## src/rtl/lsu_pkg.sv

```systemverilog
// ============================================================================
// Module : lsu_pkg
// Brief  : Shared types and funct3 encodings for the load/store unit.
// Rev    : 1.0
// ============================================================================
`default_nettype none

package lsu_pkg;

  typedef enum logic [1:0] {
    IDLE   = 2'd0,
    ACCESS = 2'd1,
    RESP   = 2'd2
  } state_t;

  typedef enum logic [1:0] {
    SZ_BYTE = 2'd0,
    SZ_HALF = 2'd1,
    SZ_WORD = 2'd2,
    SZ_NONE = 2'd3
  } size_t;

  localparam logic [2:0] c_lb  = 3'b000;
  localparam logic [2:0] c_lh  = 3'b001;
  localparam logic [2:0] c_lw  = 3'b010;
  localparam logic [2:0] c_lbu = 3'b100;
  localparam logic [2:0] c_lhu = 3'b101;
  localparam logic [2:0] c_sb  = 3'b000;
  localparam logic [2:0] c_sh  = 3'b001;
  localparam logic [2:0] c_sw  = 3'b010;

  // funct3[1:0] carries the access width; funct3[2] only selects zero-extension.
  function automatic size_t access_size(input logic [2:0] funct3);
    case (funct3[1:0])
      2'b00:   return SZ_BYTE;
      2'b01:   return SZ_HALF;
      2'b10:   return SZ_WORD;
      default: return SZ_NONE;
    endcase
  endfunction

endpackage

`default_nettype wire

```

## src/rtl/load_aligner.sv

```systemverilog
// ============================================================================
// Module : load_aligner
// Brief  : Shifts the addressed lane of a memory word down and sign/zero-extends it.
// Rev    : 1.0
// ============================================================================
`default_nettype none

module load_aligner
  import lsu_pkg::*;
(
  input  logic [31:0] mem_rdata,
  input  logic [1:0]  addr_lo,
  input  logic [2:0]  funct3,
  output logic [31:0] result
);

  logic [31:0] w_shifted;
  logic        w_sign_ext;

  always_comb begin
    w_shifted  = mem_rdata >> {addr_lo, 3'b000};
    w_sign_ext = ~funct3[2];
    result     = w_shifted;
    case (access_size(funct3))
      SZ_BYTE: result = {{24{w_sign_ext & w_shifted[7]}},  w_shifted[7:0]};
      SZ_HALF: result = {{16{w_sign_ext & w_shifted[15]}}, w_shifted[15:0]};
      default: result = w_shifted;
    endcase
  end

endmodule

`default_nettype wire

```

## src/rtl/load_store_unit.sv

```systemverilog
// ============================================================================
// Module : load_store_unit
// Brief  : Memory-access stage: strobe/ready bus master with alignment checks and timeout.
// Rev    : 1.0
// ============================================================================
`default_nettype none

module load_store_unit
  import lsu_pkg::*;
#(
  parameter int TIMEOUT_CYCLES = 255
) (
  input  logic        clk,
  input  logic        rst_n,
  input  logic        req_valid,
  output logic        req_ready,
  input  logic        req_store,
  input  logic [2:0]  req_funct3,
  input  logic [31:0] req_addr,
  input  logic [31:0] req_wdata,
  output logic        resp_valid,
  output logic [31:0] resp_rdata,
  output logic        resp_err,
  output logic [31:0] mem_addr,
  output logic        mem_rstrb,
  output logic [3:0]  mem_wmask,
  output logic [31:0] mem_wdata,
  input  logic [31:0] mem_rdata,
  input  logic        mem_ready
);

  localparam logic [7:0] c_cnt_limit = 8'(TIMEOUT_CYCLES - 1);

  state_t      r_state;
  state_t      w_state_next;
  logic        r_store;
  logic [2:0]  r_funct3;
  logic [1:0]  r_addr_lo;
  logic [7:0]  r_cnt;
  logic        r_resp_err;
  logic [31:0] r_resp_rdata;
  logic [31:0] r_mem_addr;
  logic        r_mem_rstrb;
  logic [3:0]  r_mem_wmask;
  logic [31:0] r_mem_wdata;

  logic        w_accept;
  logic        w_legal;
  logic        w_aligned;
  logic        w_ok;
  logic        w_timeout;
  logic [3:0]  w_wmask;
  logic [31:0] w_wdata;
  logic [31:0] w_load_result;

  assign req_ready  = (r_state == IDLE);
  assign resp_valid = (r_state == RESP);
  assign resp_err   = r_resp_err;
  assign resp_rdata = r_resp_rdata;
  assign mem_addr   = r_mem_addr;
  assign mem_rstrb  = r_mem_rstrb;
  assign mem_wmask  = r_mem_wmask;
  assign mem_wdata  = r_mem_wdata;

  assign w_accept  = req_valid && req_ready;
  assign w_ok      = w_legal && w_aligned;
  // A ready arriving on the limit cycle takes priority over the timeout.
  assign w_timeout = (r_state == ACCESS) && !mem_ready && (r_cnt == c_cnt_limit);

  always_comb begin
    w_legal   = 1'b0;
    w_aligned = 1'b1;
    w_wmask   = 4'b0000;
    w_wdata   = req_wdata;
    if (req_store) w_legal = req_funct3 inside {c_sb, c_sh, c_sw};
    else           w_legal = req_funct3 inside {c_lb, c_lh, c_lw, c_lbu, c_lhu};
    case (access_size(req_funct3))
      SZ_BYTE: begin
        w_wmask = 4'b0001 << req_addr[1:0];
        w_wdata = {4{req_wdata[7:0]}};
      end
      SZ_HALF: begin
        w_aligned = ~req_addr[0];
        w_wmask   = 4'b0011 << {req_addr[1], 1'b0};
        w_wdata   = {2{req_wdata[15:0]}};
      end
      SZ_WORD: begin
        w_aligned = (req_addr[1:0] == 2'b00);
        w_wmask   = 4'b1111;
      end
      default: ;
    endcase
  end

  load_aligner u_load_aligner (
    .mem_rdata (mem_rdata),
    .addr_lo   (r_addr_lo),
    .funct3    (r_funct3),
    .result    (w_load_result)
  );

  always_comb begin
    w_state_next = r_state;
    case (r_state)
      IDLE:    if (w_accept) w_state_next = w_ok ? ACCESS : RESP;
      ACCESS:  if (mem_ready || w_timeout) w_state_next = RESP;
      RESP:    w_state_next = IDLE;
      default: w_state_next = IDLE;
    endcase
  end

  always_ff @(posedge clk or negedge rst_n) begin
    if (!rst_n) r_state <= IDLE;
    else        r_state <= w_state_next;
  end

  always_ff @(posedge clk or negedge rst_n) begin
    if (!rst_n) begin
      r_store      <= 1'b0;
      r_funct3     <= 3'b000;
      r_addr_lo    <= 2'b00;
      r_cnt        <= 8'd0;
      r_resp_err   <= 1'b0;
      r_resp_rdata <= 32'd0;
      r_mem_addr   <= 32'd0;
      r_mem_rstrb  <= 1'b0;
      r_mem_wmask  <= 4'b0000;
      r_mem_wdata  <= 32'd0;
    end else begin
      case (r_state)
        IDLE: begin
          if (w_accept) begin
            r_store    <= req_store;
            r_funct3   <= req_funct3;
            r_addr_lo  <= req_addr[1:0];
            r_cnt      <= 8'd0;
            r_resp_err <= !w_ok;
            // Rejected requests never touch the bus.
            if (w_ok) begin
              r_mem_addr  <= {req_addr[31:2], 2'b00};
              r_mem_rstrb <= !req_store;
              r_mem_wmask <= req_store ? w_wmask : 4'b0000;
              if (req_store) r_mem_wdata <= w_wdata;
            end
          end
        end
        ACCESS: begin
          if (mem_ready) begin
            r_mem_rstrb <= 1'b0;
            r_mem_wmask <= 4'b0000;
            if (!r_store) r_resp_rdata <= w_load_result;
          end else if (w_timeout) begin
            r_mem_rstrb <= 1'b0;
            r_mem_wmask <= 4'b0000;
            r_resp_err  <= 1'b1;
          end else begin
            r_cnt <= r_cnt + 8'd1;
          end
        end
        default: ;
      endcase
    end
  end

endmodule

`default_nettype wire

```

## config.mk

```make
export PLATFORM = sky130hd
export DESIGN_NAME = load_store_unit
export DESIGN_NICKNAME = d
export VERILOG_FILES = /design/src/rtl/lsu_pkg.sv /design/src/rtl/load_aligner.sv /design/src/rtl/load_store_unit.sv
export SDC_FILE = /design/constraint.sdc
export NUM_CORES = 1
export LEC_CHECK = 0
export CAP_MARGIN = 20
export CORE_AREA = 8 8 116 118
export CTS_CLUSTER_SIZE = 16
export DETAILED_ROUTE_END_ITERATION = 10
export DIE_AREA = 0 0 124 126
export MAX_ROUTING_LAYER = met4
export PLACE_DENSITY = 0.85
export SKIP_LAST_GASP = 1
export SLEW_MARGIN = 30
export SYNTH_ARGS = -nofsm -noshare
export SYNTH_HDL_FRONTEND = slang
export SYNTH_SLANG_ARGS = --single-unit
```

## constraint.sdc

```tcl
create_clock -name clk -period 3.21 [get_ports clk]
set_input_delay 0.4815 -clock clk [delete_from_list [all_inputs] [get_ports clk]]
set_output_delay 0.4815 -clock clk [all_outputs]
set_load 0.02 [all_outputs]
```

Yosys cells after proc, flatten, opt, wreduce, memory -nomap -nowiden
Cells that the tools add are included.
{"block": "classes", "addsub": 1, "eq_ne": 21, "shift": 3, "n_mux": 30, "bitwise": 5, "n_reduce_logical": 26}
{"op": "one-hot mux 32 bit (2 select lines)", "n": 2}
{"op": ">> shifter 32 x 5 -> 32 bit", "n": 1}
{"op": "two-way mux 8 bit", "n": 3}
{"op": "two-way mux 4 bit", "n": 5}
{"op": "one-hot mux 8 bit (2 select lines)", "n": 1}
{"op": "AND reduction 4 bit", "n": 4}
{"op": "zero test 2 bit", "n": 6}
{"op": "one-hot mux 2 bit (3 select lines)", "n": 2}
{"op": "one-hot mux 4 bit (3 select lines)", "n": 1}
{"op": "== test 2 x 1 -> 1 bit, second input constant", "n": 5}
{"op": "adder 8 x 1 -> 8 bit, second input constant", "n": 1}
{"op": "== test 2 bit, second input constant", "n": 4}
{"op": "== test 8 bit, second input constant", "n": 1}
{"op": "two-way mux 1 bit", "n": 8}
{"op": "one-hot mux 4 bit (2 select lines)", "n": 1}
{"op": "== test 3 bit, second input constant", "n": 2}
{"op": "two-way mux 2 bit", "n": 3}
{"op": "inequality test 2 x 1 -> 1 bit, second input constant", "n": 3}
{"op": "inequality test 2 bit, second input constant", "n": 3}
{"op": "one-hot mux 1 bit (2 select lines)", "n": 3}
{"op": "AND reduction 3 bit", "n": 2}
{"op": "nonzero test 5 bit", "n": 1}
{"op": "logical AND 1 bit", "n": 4}
{"op": "one-hot mux 2 bit (2 select lines)", "n": 1}
{"op": "other kinds (13)", "n": 19}
{"block": "word_totals", "register_bits": 116, "in_bits": 104, "output_inout_bits": 104, "elab_cells": 97}

Longest topological paths before layout
Gate-level depths: netlist of run 1.
{"block": "depth", "word_depth": 8, "mapped_depth": 9}

Modules after synthesis
From an unflattened synthesis of run 1, not the netlist that was laid out.
{"block": "unflattened", "cells_unflattened": 498, "hier_area_um2": 5689.2}
{"module": "load_store_unit", "instances": 1, "cells_per_inst": 391, "area_per_inst_um2": 4984.8, "seq_area_each_um2": 2902.8}
{"module": "load_aligner", "instances": 1, "cells_per_inst": 107, "area_per_inst_um2": 704.4, "seq_area_each_um2": 0.0}

Least setup slack after synthesis of run 1
Ideal clock, no wire load.
{"block": "synth_timing", "path_type": "input to register", "start": "in req_funct3[0]", "end": "reg r_mem_addr[10], in the netlist mem_addr[10]", "setup_time_ns": 0.125, "arrival_time_ns": 2.025, "required_time_ns": 3.085, "path_slack_ns": 1.060, "cell_stages": 8, "path_cell_list": "inv_1 ha_1 nor2_2 o22ai_1 and2_1 nand2_1 buf_4 mux2_2"}
{"block": "synth_between", "elab_chain_cells": 6}
{"item": "from (decl)", "line_no": "load_store_unit.sv:18", "source": "input logic [2:0] req_funct3,"}
{"item": "== test 2 bit (tied with other cells)", "line_no": "lsu_pkg.sv:34", "source": "case (funct3[1:0])"}
{"item": "one-hot mux 2 bit (3 select lines)", "line_no": "lsu_pkg.sv:34"}
{"item": "== test 2 bit or == test 2 x 1 -> 1 bit (tied branches)", "line_no": "load_store_unit.sv:77", "source": "case (access_size(req_funct3))"}
{"item": "one-hot mux 1 bit (2 select lines)", "line_no": "load_store_unit.sv:77"}
{"item": "logical AND 1 bit *", "line_no": "load_store_unit.sv:66", "source": "assign w_ok = w_legal && w_aligned;"}
{"item": "AND reduction 3 bit (no line) *"}
{"item": "to (signal assigned)", "line_no": "load_store_unit.sv:140", "source": "r_mem_addr <= {req_addr[31:2], 2'b00};"}
{"item": "to (decl)", "line_no": "load_store_unit.sv:42", "source": "logic [31:0] r_mem_addr;"}
Mark *: on every way between the ends. The rest lies on a longest branch, timed or not.
A chain may end at the register's enable or synchronous reset.

Final worst setup path of run 1
{"block": "layout_timing", "start": "in req_funct3[0]", "end": "reg r_mem_wdata[10], in the netlist mem_wdata[10]"}
{"block": "layout_between", "elab_chain_cells": 6}
{"item": "== test 2 bit (tied with other cells)", "line_no": "lsu_pkg.sv:34"}
{"item": "one-hot mux 2 bit (3 select lines)", "line_no": "lsu_pkg.sv:34"}
{"item": "== test 2 bit or == test 2 x 1 -> 1 bit (tied branches)", "line_no": "load_store_unit.sv:77"}
{"item": "one-hot mux 1 bit (2 select lines)", "line_no": "load_store_unit.sv:77"}
{"item": "logical AND 1 bit", "line_no": "load_store_unit.sv:66"}
{"item": "AND reduction 4 bit (no line)"}
{"item": "to (signal assigned)", "line_no": "load_store_unit.sv:143", "source": "if (req_store) r_mem_wdata <= w_wdata;"}
{"item": "to (decl)", "line_no": "load_store_unit.sv:45", "source": "logic [31:0] r_mem_wdata;"}
Parallel ways exist; a longest one is shown, timed or not.

==> impl_metrics.csv, run 1 <==
group,metric,value,unit
outcome,run_status,"finished, final reports clean",
sta,finClkSkew,0.00797,ns
clock_tree,cts_root_buffer,"clkbuf_16",
clock_tree,cts.sinks,116,
cells_and_area,regArea,2900,um2
drt,ant_nets,0,
clock_tree,cts_buffer_depth,2,
clock_tree,cts.repair.resized,0,
grt,use_met2,0.368,
floorplanning,rows,40,
sta,finalCritPeriodShare,0.851,
clock_tree,ctsHoldBuffers,0,
floorplanning,core,11700,um2
sta,setup_violations,0,
cells_and_area,drive_above_1_share,0.145,
yosys,synthFlopType,"dfrtp_1",
yosys,synth-adder-area-share,0.0161,
run,max_cap_violations,0,
yosys,synth-edff-count,0,
sta,tightest_slew,0.673,ns
floorplanning,start_util,0.465,
drt,vias,4745,
setup_path,critical_path.top_delay_family,"buffers and inverters",
setup_path,worstSetupPathType,"in -> reg",
setup_path,worstPathRequired,3.52,ns
setup_path,crit_chain,"clkdlybuf4s50_1, inv_1, ha_1, inv_1, o311ai_1, and4_2, buf_4, nor2_1, a21oi_1",
clock_tree,ctsHtreeMaxLevel,4,
floorplanning,pin_count,208,
yosys,synthSimpleGateAreaFrac,0.117,
drt,viasPerCell,5.48,
grt,gr-total-overflow,0,
drt,first_pass_iters,5,
drt,wl_per_cell,20.2,um
sta,max_slew_margin,0.551,
drt,drc,0,
clock_tree,cts_tree,"done",
grt,met3_usage,0.0903,
drt,drt_iter0_drc,321,
yosys,ys_ff_latch,116,
cells_and_area,fillers,838,
sta,slew_viol_final,0,
yosys,synth_area_per_cell,10.9,um2
power,power.density,959,nW/um2
cells_and_area,layout_commonest_cell,"clkdlybuf4s50_1",
yosys,yosys_warnings,0,
grt,busiest_layer,"met2",
yosys,async_flop_share,1.00,
cells_and_area,most-common-layout-cells,"204 x clkdlybuf4s50_1, 116 x dfrtp_1, 61 x nor2_1",
floorplanning,die_area,15600,um2
grt,grt_pass1_vias,5160,
floorplanning,die_height,126,um
clock_tree,clkTransAtPathRegs,0.05,ns
cells_and_area,nets,819,
placed_design,hpwl,12900,um
setup_path,worst-path-buf-inv,4,
grt,grt_use_met1,0.259,
clock_tree,clk_latency,0.41,ns
yosys,synth_compound_area_frac,0.138,
setup_path,crit_path_max_incr_delay,0.66,ns
grt,grt_usage,0.232,
clock_tree,cts_setup_buffers,0,
yosys,synthMuxAreaShare,0.151,
setup_path,critical_path_arrival,3.04,ns
power,p_total,7.88,mW
setup_path,cp-end-kind,"flop",
sta,period_minus_slack,2.73,ns
cells_and_area,multi_input_area,2360,um2
yosys,syn_area,5450,um2
setup_path,cp_max_fo,26,
yosys,synth_seq_area_share,0.533,
yosys,synthCells,499,
cells_and_area,antenna_cells,0,
sta,maxClockFrequency,366,MHz
yosys,synthDistinctLibCells,49,
grt,grt_pass1_wl,27200,um
cells_and_area,area_growth_syn_to_layout,50.8,%
setup_path,crit_top_cell,"inv_1",
power,ir_drop,682,uV
placed_design,gp_congestion,0.864,
placed_design,io_buffer_count,205,
sta,hold_violations,0,
power,p_leak,3.50,nW
setup_path,critPathSlowestCell,"and4_2",
grt,antenna_found_initial,0,
setup_path,worstSetupStartpointType,"input pin",
grt,grt_max_degree,72,
yosys,synth_xor_area_frac,0.00803,
yosys,synth_top_family_by_area,"multiplexers",
clock_tree,cts-buffers-inserted,17,
drt,routed_wl,17500,um
sta,rsz0062_at_grt,"false",
hold_path,hold_path.class,"in -> async",
floorplanning,die_w,124,um
sta,finalSetupTns,0,ns
==> worst register-to-register path, cell delays in order, from the launching register on <==
cell     delay [ns]
dfrtp_1        0.45
nor2_2         0.25
and2_1         0.16
buf_4          0.18
and4_2         0.61
buf_4          0.31
nor2_1         0.07
a21oi_1        0.18
==> cells by family after synthesis <==
kind of cell               Yosys count
buffers and inverters               40
other                                1
xor gates and xnor gates             5
DFF                                116
and+or+nand+nor                    138
adders and majority gates            7
muxes                               75
AOI/OAI and AO/OA                  117
==> through the flow <==
stage / hold slack (ns) / std cells / util / area [um2] / setup WS, ns
floorplan: 0.186 / 500 / - / 5450 / 1.06
global placement: 0.475 / 836 / 0.654 / 7650 / 0.384
detailed placement: 0.483 / 836 / 0.654 / 7650 / 0.200
finish: 0.0911 / 866 / 0.702 / 8220 / 0.479
CTS: 0.243 / 866 / 0.702 / 8220 / 0.508
global route: 0.139 / 866 / 0.702 / 8220 / 0.268
==> flip-flops by register name (all words and copies together) (netlist names) <==
| signal | flops |
|---|---|
| mem_rstrb | 1 |
| mem_wmask | 4 |
| mem_wdata | 32 |
| r_store | 1 |
| resp_rdata | 32 |
| resp_err | 1 |
| r_addr_lo | 2 |
| r_funct3 | 3 |
| r_cnt | 8 |
| mem_addr | 30 |
| r_state | 2 |
==> routing by layer <==
layer / vias to the layer above / wire (um) / share of wire
li1: 2169 / - / -
met1: 2311 / 6990 / 0.40
met2: 233 / 8270 / 0.47
met3: 32 / 1880 / 0.11
met4: 0 / 371 / 0.021
met5: - / 0 / 0
==> worst paths after layout <==
kind	start	endpoint	slack (ns)	cells past startpoint
setup / recovery	req_funct3[0]	mem_wdata[10]$_DFFE_PN0P_	0.48	9
hold / removal	rst_n	resp_rdata[14]$_DFFE_PN0P_	0.09	1
max in group asynchronous	rst_n	mem_wdata[17]$_DFFE_PN0P_	2.37	2
hold reg to reg	resp_rdata[10]$_DFFE_PN0P_	resp_rdata[10]$_DFFE_PN0P_	0.49	1
setup reg to reg	r_state[0]$_DFFE_PN0P_	mem_wdata[10]$_DFFE_PN0P_	0.91	7
min in group clk	resp_rdata[10]$_DFFE_PN0P_	resp_rdata[10]$_DFFE_PN0P_	0.49	1
==> synthesized netlist by cell type, types with 2 or more instances <==
library cell | count | area share
buf_2 | 10 | 0.0092
a21o_1 | 2 | 0.0028
or3_1 | 2 | 0.0023
nand2_1 | 35 | 0.024
xnor2_1 | 5 | 0.0080
o22ai_1 | 2 | 0.0023
buf_6 | 2 | 0.0041
and4_1 | 2 | 0.0032
ha_1 | 7 | 0.016
nor3_1 | 5 | 0.0046
nand2b_1 | 6 | 0.0069
nor2_1 | 61 | 0.042
o22a_1 | 8 | 0.013
nor2_2 | 2 | 0.0023
mux2_2 | 49 | 0.10
clkbuf_1 | 11 | 0.0076
a21oi_1 | 44 | 0.040
buf_1 | 2 | 0.0014
a31oi_1 | 9 | 0.010
o21a_1 | 7 | 0.0096
nor2b_1 | 10 | 0.011
and2_1 | 3 | 0.0034
inv_1 | 9 | 0.0062
o21ai_0 | 13 | 0.012
dfrtp_1 | 116 | 0.53
a211oi_1 | 7 | 0.0096
nand3_1 | 4 | 0.0037
buf_4 | 6 | 0.0083
mux2i_1 | 25 | 0.046
a22oi_1 | 16 | 0.022
==> report_power, final <==
| group | internal (mW) | switching (mW) | total [mW] |
|---|---|---|---|
| registers | 2.12 | 0.408 | 2.53 |
| logic | 1.76 | 1.80 | 3.57 |
| clock network | 1.17 | 0.616 | 1.79 |
| total | 5.06 | 2.83 | 7.88 |
==> area by class of cell <==
type | count | area share
clock buffers | 26 | 0.0632
clock inverters | 4 | 0.00548
inverters | 9 | 0.00411
multi-input cells | 344 | 0.287
flip-flops and latches | 116 | 0.353
well taps | 147 | 0.0224
repair buffers | 220 | 0.265
Note: power is estimated with default switching activity, not from simulation.
==> run 2, diff against run 1 <==
--- a/config.mk
+++ b/config.mk
@@ -6,10 +6,10 @@
 export NUM_CORES = 1
 export LEC_CHECK = 0
 export CAP_MARGIN = 20
-export CORE_AREA = 8 8 116 118
+export CORE_AREA = 2 2 110 112
 export CTS_CLUSTER_SIZE = 16
 export DETAILED_ROUTE_END_ITERATION = 10
-export DIE_AREA = 0 0 124 126
+export DIE_AREA = 0 0 112 114
 export MAX_ROUTING_LAYER = met4
 export PLACE_DENSITY = 0.85
 export SKIP_LAST_GASP = 1
==> run 2 against run 1 <==
Flip-flop and latch count unchanged; non-clock buffer count decreased by 2; die area decreased by 18%; register-to-register slack improved by 0.11 ns; combinational power decreased by 2%; core utilization increased by 0.89 points; fmax increased by 5.5%; cell count unchanged; wire length decreased by 8.5%; hold slack improved by 0.029 ns; clock power increased by 19%; global-route usage increased by 2.2 points.
==> impl_metrics.csv, run 2 (synthesis gave the netlist of run 1 again) <==
group,metric,value,unit
run,max_cap_violations,0,
grt,antenna_found_initial,0,
cells_and_area,nets,817,
cells_and_area,layout_commonest_cell,"clkdlybuf4s50_1",
power,p_total,8.17,mW
clock_tree,clk_latency,0.40,ns
sta,slew_viol_final,0,
cells_and_area,area_growth_syn_to_layout,52.8,%
floorplanning,start_util,0.465,
power,p_leak,3.54,nW
drt,wl_per_cell,18.5,um
cells_and_area,most-common-layout-cells,"204 x clkdlybuf4s50_1, 116 x dfrtp_1, 61 x nor2_1",
clock_tree,ctsHtreeMaxLevel,4,
setup_path,worstSetupStartpointType,"input pin",
sta,maxClockFrequency,386,MHz
setup_path,cp-end-kind,"flop",
setup_path,worst-path-buf-inv,4,
setup_path,crit_top_cell,"inv_1",
sta,period_minus_slack,2.59,ns
cells_and_area,fin_area,8330,um2
sta,tightest_slew,0.787,ns
sta,finClkSkew,0.00841,ns
setup_path,critPathSlowestCell,"and4_2",
drt,drc,0,
drt,ant_nets,0,
drt,drt_iter0_drc,352,
cells_and_area,drive_above_1_share,0.146,
clock_tree,clkTransAtPathRegs,0.05,ns
placed_design,dpl_cell_area,7650,um2
clock_tree,cts.sinks,116,
grt,grt_pass1_wl,24500,um
hold_path,hold_path.class,"in -> async",
sta,setup_violations,0,
clock_tree,cts_tree,"done",
power,pwr-share-comb,0.430,
setup_path,crit_chain,"clkdlybuf4s50_1, inv_1, ha_1, inv_1, o311ai_1, and4_2, buf_4, nor2_1, a21oi_1",
clock_tree,cts-buffers-inserted,17,
floorplanning,rows,40,
placed_design,io_buffer_count,205,
floorplanning,core,11700,um2
clock_tree,cts_root_buffer,"clkbuf_16",
placed_design,hpwl,11600,um
sta,rsz0062_at_grt,"false",
grt,grt_max_degree,85,
sta,finalSetupTns,0,ns
clock_tree,cts_setup_buffers,0,
floorplanning,die_area,12800,um2
setup_path,worstSetupPathType,"in -> reg",
floorplanning,pin_count,208,
sta,hold_violations,0,
setup_path,critical_path.top_delay_family,"buffers and inverters",
outcome,run_status,"finished, final reports clean",
power,power_frac_seq,0.310,
placed_design,gp_congestion,0.905,
drt,vias,4778,
drt,viasPerCell,5.52,
power,clkPwrFrac,0.261,
drt,routed_wl,16000,um
setup_path,crit_path_max_incr_delay,0.61,ns
clock_tree,cts.repair.resized,0,
power,p_int,5.36,mW
floorplanning,die_height,114,um
grt,grt_pass1_vias,4834,
power,power.density,981,nW/um2
power,power_switching,2.81,mW
grt,gr-total-overflow,0,
clock_tree,cts_buffer_depth,2,
sta,finalCritPeriodShare,0.806,
setup_path,worstPathRequired,3.54,ns
clock_tree,ctsHoldBuffers,0,
floorplanning,die_w,112,um
sta,max_slew_margin,0.475,
cells_and_area,antenna_cells,0,
power,ir_drop,751,uV
power,switching_share,0.344,
setup_path,cp_max_fo,22,
grt,grt_usage,0.254,
drt,first_pass_iters,5,
setup_path,critical_path_arrival,2.91,ns
## run 2: cell count changes in the layout (fill, tap and decap cells not counted), sizes merged
cell | before | now
buf | 16 | 14
bufinv | 1 | 5
clkbuf | 26 | 24
## run 2: through the flow
| stage | instances | utilization | hold slack, ns | worst slack [ns] |
|---|---|---|---|---|
| after floorplan | 500 | - | 0.186 | 1.06 |
| after global placement | 834 | 0.653 | 0.478 | 0.476 |
| after detailed placement | 834 | 0.654 | 0.479 | 0.253 |
| after CTS | 866 | 0.711 | 0.165 | 0.668 |
| after global routing | 866 | 0.711 | 0.194 | 0.411 |
| final | 866 | 0.711 | 0.120 | 0.621 |
## run 2: power groups by stage
| stage | Combinational, mW | Clock (mW) | Sequential (mW) |
|---|---|---|---|
| 3_5_place_dp | 3.52 | 0 | 2.53 |
| 5_1_grt | 3.69 | 2.22 | 2.60 |
| 2_1_floorplan | 1.02 | 0 | 3.25 |
| 6_report | 3.51 | 2.13 | 2.53 |
| 4_1_cts | 3.53 | 2.15 | 2.53 |
| 3_3_place_gp | 3.45 | 0 | 2.50 |
## run 2: worst paths after layout
path	end	startpoint	slack [ns]	cells after the start
max	mem_wdata[20]$_DFFE_PN0P_	req_funct3[0]	0.62	9
min	resp_rdata[12]$_DFFE_PN0P_	rst_n	0.12	1
max reg2reg	resp_rdata[30]$_DFFE_PN0P_	r_addr_lo[1]$_DFFE_PN0P_	1.02	6
min reg2reg	resp_rdata[11]$_DFFE_PN0P_	resp_rdata[11]$_DFFE_PN0P_	0.49	1
max in group asynchronous	mem_wdata[19]$_DFFE_PN0P_	rst_n	2.42	2
min in group clk	resp_rdata[11]$_DFFE_PN0P_	resp_rdata[11]$_DFFE_PN0P_	0.49	1
## run 2: final cells by class
type	count	area, um2
fill	837	3390
inverter	9	33.8
sequential	116	2900
multi-input combinational	344	2360
clock inverter	8	169
clock buffer	24	502
timing repair buffer	218	2180
tap	147	184
## run 2: per-layer routing
metal	share of wire	track usage	up-vias
met5	0	-	-
met4	0.024	0.0959	0
met3	0.086	0.0802	30
met2	0.49	0.417	263
met1	0.40	0.295	2321
li1	-	-	2164
## run 2: worst register-to-register path, stage by stage (launching register included)
cell and delay (ns):
dfrtp_1 0.32, buf_4 0.31, mux4_2 0.58, and3b_1 0.20, a31oi_2 0.19, and2_1 0.35
a21oi_1 0.12
==> run 3, diff against run 2 <==
--- a/config.mk
+++ b/config.mk
@@ -6,12 +6,12 @@
 export NUM_CORES = 1
 export LEC_CHECK = 0
 export CAP_MARGIN = 20
-export CORE_AREA = 2 2 110 112
+export CORE_AREA = 2 2 115 117
 export CTS_CLUSTER_SIZE = 16
 export DETAILED_ROUTE_END_ITERATION = 10
-export DIE_AREA = 0 0 112 114
+export DIE_AREA = 0 0 117 119
 export MAX_ROUTING_LAYER = met4
-export PLACE_DENSITY = 0.85
+export PLACE_DENSITY = 0.79
 export SKIP_LAST_GASP = 1
 export SLEW_MARGIN = 30
 export SYNTH_ARGS = -nofsm -noshare
==> constraint.sdc (replaced) <==
create_clock -name clk -period 2.7 [get_ports clk]
set_input_delay 0.405 -clock clk [delete_from_list [all_inputs] [get_ports clk]]
set_output_delay 0.405 -clock clk [all_outputs]
set_load 0.02 [all_outputs]
==> run 3 against run 2 <==
Wire length fell by 0.70%; clock power fell by 3%; global-route usage fell by 1.0 points.
==> impl_metrics.csv, run 3 (synthesis gave the netlist of run 1 again) <==
group,metric,value,unit
floorplanning,pin_count,208,
setup_path,cp_max_fo,32,
grt,gr-total-overflow,0,
floorplanning,die_area,13900,um2
drt,drt_iter0_drc,318,
setup_path,worstPathRequired,2.99,ns
setup_path,cp.depth,9,
grt,antenna_found_initial,0,
placed_design,hpwl,11600,um
setup_path,crit_chain,"clkdlybuf4s50_1, inv_1, ha_1, nor3_1, o22ai_1, and2_1, nand2_1, buf_12, mux2_2",
outcome,run_status,"finished, final reports clean",
drt,vias,4720,
drt,drc,0,
sta,maxClockFrequency,429,MHz
floorplanning,core,12900,um2
floorplanning,die_w,117,um
clock_tree,cts_root_buffer,"clkbuf_16",
grt,grt_pass1_vias,5070,
clock_tree,clkTransAtPathRegs,0.05,ns
sta,finalSetupTns,0,ns
floorplanning,die_height,119,um
sta,hold_violations,0,
clock_tree,clk_latency,0.41,ns
clock_tree,cts_tree,"done",
clock_tree,cts-buffers-inserted,17,
setup_path,critical_path_arrival,2.62,ns
clock_tree,cts_setup_buffers,0,
run,max_cap_violations,0,
drt,ant_nets,0,
hold_path,hold_path.class,"in -> async",
setup_path,cp-end-kind,"flop",
cells_and_area,layout_commonest_cell,"clkdlybuf4s50_1",
setup_path,r2r_cells,7,
sta,setup_violations,0,
setup_path,critical_path.top_delay_family,"buffers and inverters",
placed_design,gp_congestion,0.904,
cells_and_area,nets,819,
setup_path,worst-path-buf-inv,3,
power,power.density,1120,nW/um2
sta,max_slew_margin,0.667,
clock_tree,ctsHtreeMaxLevel,4,
floorplanning,start_util,0.423,
placed_design,dp_cells,864,
sta,tightest_slew,0.497,ns
cells_and_area,drive_above_1_share,0.142,
grt,grt_usage,0.243,
cells_and_area,most-common-layout-cells,"204 x clkdlybuf4s50_1, 116 x dfrtp_1, 61 x nor2_1",
setup_path,critPathSlowestCell,"clkdlybuf4s50_1",
sta,finClkSkew,0.00750,ns
sta,finalCritPeriodShare,0.863,
drt,first_pass_iters,4,
sta,period_minus_slack,2.33,ns
cells_and_area,layout.cells.non_filler,893,
setup_path,worstSetupStartpointType,"input pin",
grt,grt_max_degree,69,
sta,layout_setup_ws,0.370,ns
setup_path,crit_path_max_incr_delay,0.55,ns
drt,viasPerCell,5.29,
setup_path,worstSetupPathType,"in -> reg",
placed_design,io_buffer_count,205,
sta,slew_viol_final,0,
clock_tree,cts.sinks,116,
placed_design,pre_cts_ws,-0.0103,ns
power,p_leak,3.49,nW
floorplanning,rows,42,
drt,routed_wl,15900,um
cells_and_area,area_growth_syn_to_layout,51.5,%
cells_and_area,antenna_cells,0,
power,ir_drop,640,uV
clock_tree,cts_buffer_depth,2,
drt,wl_per_cell,17.8,um
grt,grt_pass1_wl,25100,um
sta,rsz0062_at_grt,"false",
run 3: changes by cell type in the layout (fill, tap and decap cells not counted):
cell | previous run | this run
dlygate4sd3_1 | 0 | 1
bufinv_16 | 5 | 1
clkinv_4 | 1 | 0
clkbuf_8 | 5 | 4
clkinvlp_4 | 0 | 1
buf_4 | 11 | 12
clkinv_2 | 2 | 3
buf_12 | 2 | 3
buf_6 | 1 | 0
run 3: what timing repair did:
action | in CTS | in global routing
resized for setup | 0 | 0
hold endpoints to repair | 11 | 0
hold buffers | 1 | 0
run 3: metrics by stage:
stage	util	area, um2	hold slack [ns]	total power [mW]
floorplan	-	5450	0.109	5.07
global placement	0.599	7710	0.266	7.11
detailed placement	0.599	7710	0.263	7.22
CTS	0.641	8260	0.378	9.34
global route	0.641	8260	0.406	9.75
finish	0.641	8260	0.391	9.27
run 3: power breakdown:
part / internal (mW) / switching, mW / total [mW]
combinational: 2.11 / 2.11 / 4.21
clock: 1.33 / 0.731 / 2.06
sequential: 2.52 / 0.471 / 2.99
run 3: layer usage:
metal  global-route usage  up-vias  wire, um
met1                0.273     2294      6430
met4                0.100        0       450
met5                    -        -         0
met2                0.387      228      7510
met3               0.0972       34      1530
li1                     -     2164         -
run 3: path summary, 6_finish.rpt:
path,startpoint,endpoint,slack (ns)
max in group asynchronous,rst_n,mem_addr[6]$_DFFE_PN0P_,1.59
worst min register to register,resp_rdata[10]$_DFFE_PN0P_,resp_rdata[10]$_DFFE_PN0P_,0.49
worst max register to register,r_cnt[0]$_DFFE_PN0P_,mem_wmask[1]$_DFFE_PN0P_,0.72
worst min-delay path,rst_n,resp_rdata[11]$_DFFE_PN0P_,0.39
worst max-delay path,req_funct3[1],mem_addr[22]$_DFFE_PN0P_,0.37
min in group clk,resp_rdata[10]$_DFFE_PN0P_,resp_rdata[10]$_DFFE_PN0P_,0.49
run 3: layout make-up:
class	instances	area, um2
clock buffers	23	488
repair buffers	220	2200
inverters	9	33.8
well taps	176	220
multi-input cells	344	2360
fillers	1024	4620
flip-flops and latches	116	2900
clock inverters	5	52.6
